`config.mk`:
```
export PLATFORM = sky130hd
export DESIGN_NAME = arbitro_registro16
export DESIGN_NICKNAME = d
export VERILOG_FILES = /design/src/rtl/arbitro_registro16.sv
export SDC_FILE = /design/constraint.sdc
export NUM_CORES = 1
export LEC_CHECK = 0
export ABC_AREA = 1
export BUFFER_PORTS_ARGS = -buffer_cell sky130_fd_sc_hd__buf_2
export CORE_MARGIN = 2
export CORE_UTILIZATION = 35
export CTS_CLUSTER_SIZE = 30
export DETAILED_ROUTE_END_ITERATION = 10
export GPL_TIMING_DRIVEN = 0
export PLACE_DENSITY = 0.72
export SLEW_MARGIN = 20
export SYNTH_ARGS = -nofsm -noshare
export SYNTH_HDL_FRONTEND = slang
export SYNTH_SLANG_ARGS = --single-unit
```
`constraint.sdc`:
```
create_clock -name Reloj -period 1.5 [get_ports Reloj]
set_input_delay 0.075 -clock Reloj [delete_from_list [all_inputs] [get_ports Reloj]]
set_output_delay 0.075 -clock Reloj [all_outputs]
set_load 0.02 [all_outputs]
```
`src/rtl/arbitro_registro16.sv`:
```
// Purpose: write arbiter and sequencer that feeds Tupla/Habilitar of the shared 16-bit register.
// Latency: 1 edge from request to Habilitar, 2 edges to Ack, 4 cycles minimum between grants.
// Backpressure: 4-phase req/ack; losers and late requests stay pending, no pre-emption.
// Option: define ARB_ROUND_ROBIN_EN for round-robin selection; default build uses fixed priority.
module arbitro_registro16 #(
   parameter int NUM_SOL = 4,
   parameter int ANCHO   = 16
) (
   input  logic                     Reloj,
   input  logic                     Reiniciar,
   input  logic [NUM_SOL-1:0]       Solicitud,
   input  logic [ANCHO*NUM_SOL-1:0] Datos,
   output logic [ANCHO-1:0]         Tupla,
   output logic                     Habilitar,
   output logic [NUM_SOL-1:0]       Concesion,
   output logic [NUM_SOL-1:0]       Ack,
   output logic                     Ocupado
);

   localparam int PW = (NUM_SOL > 1) ? $clog2(NUM_SOL) : 1;

   typedef enum logic [1:0] {
      REPOSO   = 2'b00,
      ESCRIBIR = 2'b01,
      ESPERA   = 2'b10
   } estado_t;

   estado_t       r_estado;
   logic [PW-1:0] r_ganador;
   logic          w_hay;
   logic [PW-1:0] w_ganador;

   // Lowest set bit of a request vector; the caller guarantees at least one bit is set.
   function automatic logic [PW-1:0] f_primero(input logic [NUM_SOL-1:0] v);
      logic [PW-1:0] idx;
      idx = '0;
      for (int k = NUM_SOL - 1; k >= 0; k--) begin
         if (v[k]) idx = PW'(k);
      end
      return idx;
   endfunction

`ifdef ARB_ROUND_ROBIN_EN
   logic [PW-1:0]      r_puntero;
   logic [NUM_SOL-1:0] w_alto;

   // Round-robin pick: requests at or above the pointer win first, otherwise wrap to the lowest.
   always_comb begin
      w_alto = '0;
      for (int k = 0; k < NUM_SOL; k++) begin
         w_alto[k] = Solicitud[k] & (PW'(k) >= r_puntero);
      end
      w_hay     = |Solicitud;
      w_ganador = (|w_alto) ? f_primero(w_alto) : f_primero(Solicitud);
   end

   // Pointer moves one past the winner each time a transaction completes.
   always_ff @(posedge Reloj) begin
      if (Reiniciar) begin
         r_puntero <= '0;
      end else if (r_estado == ESPERA && !Solicitud[r_ganador]) begin
         if (r_ganador == PW'(NUM_SOL - 1)) r_puntero <= '0;
         else                               r_puntero <= r_ganador + 1'b1;
      end
   end
`else
   // Fixed priority pick: the lowest requesting index wins.
   always_comb begin
      w_hay     = |Solicitud;
      w_ganador = f_primero(Solicitud);
   end
`endif

   // Handshake sequencer; every output is registered here so the register sees clean levels.
   always_ff @(posedge Reloj) begin
      if (Reiniciar) begin
         r_estado  <= REPOSO;
         r_ganador <= '0;
         Tupla     <= '0;
         Habilitar <= 1'b0;
         Concesion <= '0;
         Ack       <= '0;
         Ocupado   <= 1'b0;
      end else begin
         case (r_estado)
            REPOSO: begin
               if (w_hay) begin
                  r_ganador <= w_ganador;
                  Concesion <= NUM_SOL'(1) << w_ganador;
                  Tupla     <= Datos[ANCHO*w_ganador +: ANCHO];
                  Habilitar <= 1'b1;
                  Ocupado   <= 1'b1;
                  r_estado  <= ESCRIBIR;
               end
            end
            ESCRIBIR: begin
               // Register captures Tupla on this edge; requests are not looked at here.
               Habilitar <= 1'b0;
               Ack       <= NUM_SOL'(1) << r_ganador;
               r_estado  <= ESPERA;
            end
            ESPERA: begin
               if (!Solicitud[r_ganador]) begin
                  Ack       <= '0;
                  Concesion <= '0;
                  Ocupado   <= 1'b0;
                  r_estado  <= REPOSO;
               end
            end
            default: begin
               r_estado  <= REPOSO;
               Tupla     <= '0;
               Habilitar <= 1'b0;
               Concesion <= '0;
               Ack       <= '0;
               Ocupado   <= 1'b0;
            end
         endcase
      end
   end

endmodule
```
==> results of run 1 <==
-- cells in the mapped netlist (3+ instances only) --
cell type / count
nor2_1: 9
inv_2: 3
nand4_1: 20
nand3_1: 69
nand2_1: 68
o21ai_0: 3
inv_1: 28
nand3_2: 10
ha_1: 3
buf_6: 3
buf_2: 5
buf_8: 3
nand2_2: 6
clkbuf_1: 3
a21oi_2: 10
dfxtp_1: 30
a21oi_1: 16
-- kinds of logic (layout without fill, tap and decap cells) --
logic type / Yosys count / count (layout)
compound gates: 31 / 31
flops: 30 / 30
buf+inv: 50 / 153
fa+ha+maj: 3 / 3
simple gates: 188 / 188
-- through the flow --
stage	instance area (sq um)	hold slack [ns]	setup TNS, ns	setup WS, ns	instances
2_1_floorplan	2110	0.244	0	0.154	302
3_3_place_gp	2680	0.384	0	0.0262	472
3_5_place_dp	2680	0.392	-0.000225	-0.000225	472
4_1_cts	2770	0.0772	0	0.0327	480
5_1_grt	2790	0.165	0	0.0279	480
6_report	2790	0.128	0	0.149	480
-- placed cells by master (no fill, tap or decap) --
cell / netlist / layout
a211oi_1: 1 / 1
o21ai_4: 1 / 1
nand2_2: 6 / 5
nand2_4: 1 / 2
clkbuf_8: 2 / 8
buf_8: 3 / 3
clkinv_1: 1 / 1
nor2_1: 9 / 9
nand2_1: 68 / 68
nand4_1: 20 / 20
nand3_4: 1 / 1
clkbuf_1: 3 / 4
a21oi_1: 16 / 16
ha_4: 0 / 1
nand3_2: 10 / 10
ha_1: 3 / 2
clkinv_2: 0 / 1
buf_6: 3 / 4
o21ai_0: 3 / 2
buf_4: 2 / 1
dfxtp_2: 0 / 1
nor2_2: 1 / 1
inv_2: 3 / 3
nor2_8: 2 / 2
nor2_4: 1 / 1
inv_1: 28 / 28
dfxtp_1: 30 / 29
o21ai_1: 0 / 1
buf_2: 5 / 100
a21oi_2: 10 / 10
nand3_1: 69 / 69
-- worst max-delay path by stage --
stage / start / to / slack [ns] / cells past startpoint
after detailed placement: r_estado[1]$_SDFFE_PP0P_ / Tupla[3]$_SDFFE_PP0P_ / -0.0002 / 7
after global placement: r_estado[1]$_SDFFE_PP0P_ / Tupla[6]$_SDFFE_PP0P_ / 0.03 / 7
after floorplan: r_estado[0]$_SDFFE_PP0P_ / Tupla[0]$_SDFFE_PP0P_ / 0.15 / 7
after CTS: r_estado[1]$_SDFFE_PP0P_ / Tupla[12]$_SDFFE_PP0P_ / 0.03 / 7
final: r_estado[0]$_SDFFE_PP0P_ / r_estado[0]$_SDFFE_PP0P_ / 0.15 / 6
after global routing: r_ganador[0]$_SDFFE_PP0P_ / Ack[0]$_SDFFE_PP0P_ / 0.03 / 8
-- critical path, delay by kind of cell, from the launching register on --
kind,cells,cell delay [ns]
DFF,1,0.36
and+or+nand+nor,2,0.23
adders and majority gates,1,0.24
AOI/OAI and AO/OA,1,0.13
buffers and inverters,2,0.33
-- layer usage --
layer | track usage | up-vias | share of wire
li1 | - | 1220 | -
met1 | 0.224 | 1138 | 0.42
met2 | 0.354 | 88 | 0.49
met3 | 0.0374 | 10 | 0.074
met4 | 0.0712 | 0 | 0.018
met5 | 0 | - | 0
-- sequential cells by signal, summed over array words and instances, names as in the netlist --
| signal | flops |
|---|---|
| Ack | 4 |
| Concesion | 4 |
| Habilitar | 1 |
| Ocupado | 1 |
| Tupla | 16 |
| r_estado | 2 |
| r_ganador | 2 |
-- cell type report --
type,count,area share
Clock buffer,7,0.0310
Inverter,32,0.0431
Buffer,18,0.0579
Multi-Input combinational cell,222,0.446
Tap cell,75,0.0336
Clock inverter,1,0.00179
Timing Repair Buffer,95,0.170
Sequential cell,30,0.216
-- repair_timing --
action / in CTS / in global routing
setup endpoints to repair: 9 / 20
cloned: 0 / 0
gates resized for setup: 2 / 4
-- power groups by stage --
stage	combinational (mW)	sequential, mW	clock [mW]
floorplan	0.664	1.14	0
finish	1.20	1.00	0.665
global placement	1.14	1.01	0
CTS	1.17	0.997	0.686
detailed placement	1.15	1.01	0
global route	1.32	1.02	0.720
==> impl_metrics.yaml, run 1 <==
yosys:
  ys_seq_area_frac: 0.285
  yosysUniqueCellTypes: 27
  yosysWarningCount: 0
  yosys.area.top_type: "dfxtp_1"
  ys_seq_elements: 30
  ys_top_cells_by_area: "dfxtp_1, nand3_1, nand2_1"
  synthAdderAreaFrac: 0.0178
  ys.flop_type: "dfxtp_1"
  synth_compound_area_frac: 0.0980
  syn_area_sq_mm: 0.00211
  synth_top_family_by_area: "simple AND/OR/NAND/NOR gates"
  synthSimpleGateAreaFrac: 0.467
  syn_area_per_cell_sq_um: 6.97
  yosys-mux-area-fraction: 0
  syn_inst: 302
  synthesis.nets: 375
  yosysTopAreaCellShare: 0.285
  synthXorXnorAreaFrac: 0
  async_flop_share: 0
  synth_edf_count: 0
detailed_routing:
  wl_per_cell_um: 13.6
  vias_per_cell: 5.12
  totalWireLength_mm: 6.53
  drt_iter0_drc: 86
  ant_nets: 0
  drt_first_pass_iters: 4
  route.detailed.drc: 0
  via_count: 2456
setup_path:
  start_kind: "flop"
  max_stage_delay_ns: 0.36
  path_class: "flop to flop"
  crit_fanout: 10
  r2r_end: "r_estado[0]$_SDFFE_PP0P_"
  worst_path_max_delay_cell: "dfxtp_1"
  r2r_cells: 6
  reg2reg_slack_ns: 0.15
  critPathArrivalTime_ns: 1.56
  reg2reg_from: "r_estado[0]$_SDFFE_PP0P_"
  crit_chain: "inv_1 -> ha_1 -> nand2_2 -> buf_2 -> nand2_1 -> a21oi_1"
  cp-end-kind: "flop"
  cp.required_ns: 1.71
sta:
  finalClockSkew_ns: 0.00662
  worst_pin_slew_ns: 0.683
  final-setup-viol-count: 0
  final-hold-violation-count: 0
  rsz0062_at_grt: "false"
  fin_crit_ns: 1.35
  max_freq_ghz: 0.740
  maxSlewHeadroom: 0.545
  maxSlewViolCount: 0
  fin_crit_sh: 0.901
pwr:
  clock_power_share: 0.232
  p_int_mw: 1.76
  p_per_area_mw_per_mm2: 1030
  netSwitchingFraction: 0.386
  p_switching_mw: 1.11
  pwr-share-comb: 0.418
  p_leak_nw: 1.38
  ir_worst_vdd_uv: 736
  pwr-share-seq: 0.349
  total_power_mw: 2.86
clock_network:
  max-clock-path-buffers: 2
  cts_buffers: 5
  clkSinkCount: 30
  cts.clk_slew.worst_paths_ns: 0.07
  post_cts_buffers: 0
  cts_tree: "yes"
  cts_root_buffer: "clkbuf_8"
  ctsHtreeMaxLevel: 2
  clock_latency_ns: 0.28
  cts_hold_buf: 0
hold_path:
  min_to: "r_ganador[0]$_SDFFE_PP0P_"
  min-delay-start: "Reiniciar"
  hold_depth: 4
  hp-class: "input pin to flop"
global_routing:
  grt_max_degree: 11
  grtUsageTotal: 0.194
  grt_pass1_vias: 2309
  antenna_found_initial: 0
  grt_overflow: 0
  grt_pass1_wl_mm: 9.97
floorplan:
  coreArea_sq_mm: 0.00585
  die_y_um: 81.6
  chipWidth_um: 81.6
  start_util: 0.360
  core.rowCount: 28
  die_area_sq_mm: 0.00665
  io_pins: 96
placed_design:
  place.gp.congestion: 0.760
  dp_hpwl_mm: 4.98
  port_buffers: 95
job:
  cap_violations: 0
cells_and_area:
  diodes: 0
  regArea_sq_um: 602
  area_growth_pct: 32.4
  finalCoreUtilization: 0.477
  layout-drive-gt1-share: 0.383
  nets: 477
  multiInputGateArea_sq_mm: 0.00124
  fillCellCount: 618
outcome:
  status: "finished clean"
No activity file was read; power rests on OpenSTA's default activity.
==> inputs of run 2 (changes only) <==
BUFFER_PORTS_ARGS = default   (was -buffer_cell sky130_fd_sc_hd__buf_2)
DONT_BUFFER_PORTS = 1   (was default)
PLACE_DENSITY = default   (was 0.72)
PLACE_DENSITY_LB_ADDON = 0.1   (was default)
==> run 2 against run 1 <==
Non-clock buffer count shrank 94. Fmax shrank 1.6%. Clock skew grew 0.0050 ns. First-iteration DRC count shrank 22%. Cell count shrank 20%. Sequential share of layout area grew 4.3 points. Global-route usage shrank 1.9 points. Total power shrank 7.0%. Die area is the same. Sequential power grew 15%.
==> impl_metrics.yaml, run 2 (synthesis results as in run 1) <==
outcome:
  status: "finished clean"
clock_network:
  cts_tree: "yes"
  cts_root_buffer: "clkbuf_8"
  cts_buffers: 5
  max-clock-path-buffers: 2
  clkSinkCount: 30
  ctsHtreeMaxLevel: 2
  clock_latency_ns: 0.29
  cts.clk_slew.worst_paths_ns: 0.07
sta:
  final-hold-violation-count: 0
  fin_ws_ns: 0.126
  fin_crit_ns: 1.37
  max_freq_ghz: 0.728
  fin_crit_sh: 0.916
  final-setup-viol-count: 0
  maxSlewViolCount: 0
  maxSlewHeadroom: 0.548
  finalClockSkew_ns: 0.0116
  worst_pin_slew_ns: 0.679
  rsz0062_at_grt: "false"
detailed_routing:
  wl_per_cell_um: 15.3
  route.detailed.drc: 0
  totalWireLength_mm: 5.91
  drt_iter0_drc: 67
  via_count: 2026
  ant_nets: 0
  vias_per_cell: 5.25
  drt_first_pass_iters: 4
placed_design:
  port_buffers: 0
  dp.cells: 377
  dp_hpwl_mm: 4.54
  place.gp.congestion: 0.734
  dp_slack_ns: -0.0325
setup_path:
  r2r_cells: 6
  cp_num_cells: 6
  crit_buf_inv: 2
  crit_fanout: 10
  r2r_end: "r_estado[0]$_SDFFE_PP0P_"
  critPathArrivalTime_ns: 1.59
  reg2reg_from: "r_estado[0]$_SDFFE_PP0P_"
  crit_chain: "inv_1 -> ha_1 -> nand2_2 -> buf_2 -> nand2_1 -> a21oi_1"
  setup.worst_path.start: "r_estado[0]$_SDFFE_PP0P_"
  path_delay_family: "flip-flops"
  critPathCapture: "r_estado[0]$_SDFFE_PP0P_"
  cp-end-kind: "flop"
  max_stage_delay_ns: 0.36
  cp.required_ns: 1.71
  worst_path_max_delay_cell: "dfxtp_1"
  start_kind: "flop"
  reg2reg_slack_ns: 0.13
  path_class: "flop to flop"
pwr:
  p_leak_nw: 0.975
  ir_worst_vdd_uv: 563
  p_per_area_mw_per_mm2: 1150
cells_and_area:
  layout_commonest_cell: "nand3_1"
  finalCoreUtilization: 0.397
  top_regs: "Tupla (16), Ack (4), Concesion (4)"
  area_growth_pct: 10.3
  final_cell_mix: "nand3_1, nand2_1, dfxtp_1"
  diodes: 0
  regArea_sq_um: 602
  largest-register: "Tupla"
  final_cells: 386
  layout-drive-gt1-share: 0.196
  fillCellCount: 635
  nets: 383
  multiInputGateArea_sq_mm: 0.00124
  largest_register_ffs: 16
global_routing:
  grt_overflow: 0
  grt_pass1_wl_mm: 8.94
  grtUsageTotal: 0.175
  grt_pass1_vias: 1946
  antenna_found_initial: 0
  grt_max_degree: 12
floorplan:
  start_util: 0.360
  die_area_sq_mm: 0.00665
  coreArea_sq_mm: 0.00585
  io_pins: 96
  core.rowCount: 28
  die_y_um: 81.6
  chipWidth_um: 81.6
hold_path:
  hp-class: "input pin to flop"
  min-delay-start: "Reiniciar"
job:
  cap_violations: 0
[run 2: layout make-up]
type                    count  share of cell area
inverters                  32              0.0517
clock buffers               5              0.0296
multi-input cells         222               0.536
well taps                  75              0.0404
flip-flops and latches     30               0.259
plain buffers              18              0.0695
repair buffers              1             0.00431
clock inverters             3             0.00916
[run 2: what timing repair did]
item                       in CTS  in global routing
hold buffers                    1                  0
setup endpoints to repair      10                 18
resized for setup               2                  3
hold endpoints to repair        1                  0
setup buffers                   0                  0
[run 2: worst min-delay path by stage]
stage	end	depth (start not counted)
3_3_place_gp	r_ganador[0]$_SDFFE_PP0P_	3
4_1_cts	Concesion[0]$_SDFFE_PP0P_	3
3_5_place_dp	r_ganador[0]$_SDFFE_PP0P_	3
5_1_grt	Concesion[0]$_SDFFE_PP0P_	3
2_1_floorplan	r_ganador[0]$_SDFFE_PP0P_	3
6_report	Concesion[0]$_SDFFE_PP0P_	3
[run 2: through the flow]
stage | hold WS, ns | power (mW) | setup TNS (ns) | instance area (sq um)
global route | 0.0374 | 2.83 | 0 | 2320
finish | 0.0252 | 2.66 | 0 | 2320
floorplan | 0.244 | 1.81 | 0 | 2110
detailed placement | 0.261 | 1.98 | -0.0954 | 2200
global placement | 0.259 | 1.98 | 0 | 2200
CTS | 0.0190 | 2.66 | 0 | 2310
[run 2: tightest hold or removal path: cells and delay by family]
family           cells  cell delay, ns
AND/OR/NAND/NOR      3            0.21
[run 2: power breakdown]
part | leakage [nW] | total (mW) | switching [mW] | internal [mW]
clock network | 0.0441 | 0.659 | 0.334 | 0.325
registers | 0.246 | 1.15 | 0.226 | 0.927
logic | 0.684 | 0.849 | 0.522 | 0.327
total | 0.975 | 2.66 | 1.08 | 1.58
[run 2: routing by layer]
metal / track usage / routed length [um] / up-vias
met5: 0 / 0 / -
met4: 0.0542 / 40 / 0
met3: 0.0670 / 561 / 4
met2: 0.289 / 2790 / 56
met1: 0.210 / 2520 / 931
li1: - / - / 1035
==> inputs of run 3 (changes only) <==
CORE_UTILIZATION = 55   (was 35)
MAX_ROUTING_LAYER = met4   (was default)
==> run 3 against run 2 <==
Cell count decreased by 7.0%. Sequential share of layout area is 0.31 points higher. Clock power barely moved. Fmax up 0.44%. Wire length is 10% lower. Worst setup slack improved by 0.0061 ns. Utilization increased by 23 points. Combinational power hardly changed.
==> impl_metrics.yaml, run 3 (synthesis results as in run 1) <==
sta:
  maxSlewViolCount: 0
  fin_crit_sh: 0.912
  fin_crit_ns: 1.37
  max_freq_ghz: 0.731
  fin_ws_ns: 0.132
  maxSlewHeadroom: 0.551
  final-setup-viol-count: 0
  finalClockSkew_ns: 0.00591
  worst_pin_slew_ns: 0.673
  final-hold-violation-count: 0
  rsz0062_at_grt: "false"
  holdWs_ns: 0.0417
cells_and_area:
  area_growth_pct: 8.97
  diodes: 0
  largest-register: "Tupla"
  top_regs: "Tupla (16), Ack (4), Concesion (4)"
  largest_register_ffs: 16
  layout-drive-gt1-share: 0.196
  nets: 383
  final_cell_mix: "nand3_1, nand2_1, dfxtp_1"
setup_path:
  cp-end-kind: "flop"
  critPathCapture: "r_estado[0]$_SDFFE_PP0P_"
  crit_fanout: 10
  path_class: "flop to flop"
  r2r_cells: 6
  setup.worst_path.start: "r_estado[0]$_SDFFE_PP0P_"
  start_kind: "flop"
  r2r_end: "r_estado[0]$_SDFFE_PP0P_"
  reg2reg_slack_ns: 0.13
  reg2reg_from: "r_estado[0]$_SDFFE_PP0P_"
  critPathArrivalTime_ns: 1.58
  cp.required_ns: 1.71
detailed_routing:
  route.detailed.drc: 0
  ant_nets: 0
  vias_per_cell: 5.65
  via_count: 2028
  totalWireLength_mm: 5.32
  wl_per_cell_um: 14.8
  drt_iter0_drc: 139
  drt_first_pass_iters: 4
pwr:
  netSwitchingFraction: 0.388
  pwr-share-comb: 0.320
  p_switching_mw: 1.03
  ir_worst_vdd_uv: 634
  pwr-share-seq: 0.433
  p_int_mw: 1.63
  p_per_area_mw_per_mm2: 1160
  clock_power_share: 0.247
  p_leak_nw: 0.984
clock_network:
  clock_latency_ns: 0.28
  cts.clk_slew.worst_paths_ns: 0.06
  ctsHtreeMaxLevel: 2
  cts_buffers: 5
  cts_root_buffer: "clkbuf_8"
  post_cts_buffers: 0
  clkSinkCount: 30
  max-clock-path-buffers: 2
  cts_tree: "yes"
floorplan:
  start_util: 0.575
  chipWidth_um: 65.9
  coreArea_sq_mm: 0.00366
  core.rowCount: 22
  die_area_sq_mm: 0.00434
  io_pins: 96
  die_y_um: 65.9
global_routing:
  grtUsageTotal: 0.269
  grt_pass1_wl_mm: 8.83
  grt_pass1_vias: 1955
  grt_max_degree: 11
  antenna_found_initial: 0
  grt_overflow: 0
job:
  cap_violations: 0
placed_design:
  port_buffers: 0
  place.gp.congestion: 0.858
  dp_hpwl_mm: 4.09
  dp_slack_ns: -0.0122
hold_path:
  min-delay-start: "Reiniciar"
  hp-class: "input pin to flop"
outcome:
  status: "finished clean"
[run 3: area by class of cell]
| cell class | instances | area, sq um |
|---|---|---|
| fillers | 369 | 1370 |
| multi-input cells | 222 | 1250 |
| flip-flops and latches | 30 | 602 |
| plain buffers | 18 | 161 |
| inverters | 32 | 120 |
| clock buffers | 7 | 86.3 |
| well taps | 48 | 60.1 |
| repair buffers | 1 | 10.0 |
| clock inverters | 1 | 5.00 |
[run 3: metal layers]
layer / share of wire / routed length (um) / vias to the layer above / global-route usage
met5: 0 / 0 / - / -
met4: 0.021 / 114 / 0 / 0.117
met3: 0.067 / 358 / 12 / 0.0784
met2: 0.45 / 2380 / 81 / 0.404
met1: 0.46 / 2470 / 902 / 0.336
li1: - / - / 1033 / -
[run 3: power groups by stage]
stage,Clock [mW],Sequential (mW),Combinational (mW)
global placement,0,1.17,0.790
global route,0.716,1.17,0.946
detailed placement,0,1.17,0.799
CTS,0.671,1.15,0.828
finish,0.656,1.15,0.851
floorplan,0,1.14,0.664
[run 3: timing repair]
action	4_1_cts	5_1_grt
gates resized for setup	1	4
hold buffers	1	0
hold endpoints to repair	1	0
setup endpoints to repair	10	18
[run 3: worst min-delay path by stage]
stage | end | slack, ns | depth (start not counted)
after floorplan | r_ganador[0]$_SDFFE_PP0P_ | 0.24 | 3
after global placement | r_ganador[0]$_SDFFE_PP0P_ | 0.26 | 3
after detailed placement | r_ganador[0]$_SDFFE_PP0P_ | 0.27 | 3
after CTS | Ocupado$_SDFFE_PP0P_ | 0.03 | 3
after global routing | Ocupado$_SDFFE_PP0P_ | 0.04 | 3
final | Concesion[2]$_SDFFE_PP0P_ | 0.04 | 3
[run 3: metrics by stage]
stage          cell area, sq um  std cells  utilization  TNS (ns)  power (mW)
6_report                   2290        359        0.627         0        2.66
5_1_grt                    2290        359        0.627         0        2.83
4_1_cts                    2280        359        0.623         0        2.65
3_5_place_dp               2170        350        0.592   -0.0153        1.97
3_3_place_gp               2170        350        0.592         0        1.96
2_1_floorplan              2110        302            -         0        1.81
[run 3: worst max-delay path, cell delays in order (launching register included)]
cell and delay, ns:
dfxtp_1 0.36, inv_1 0.10, ha_1 0.23, nand2_2 0.15, buf_2 0.24, nand2_1 0.09
a21oi_1 0.13
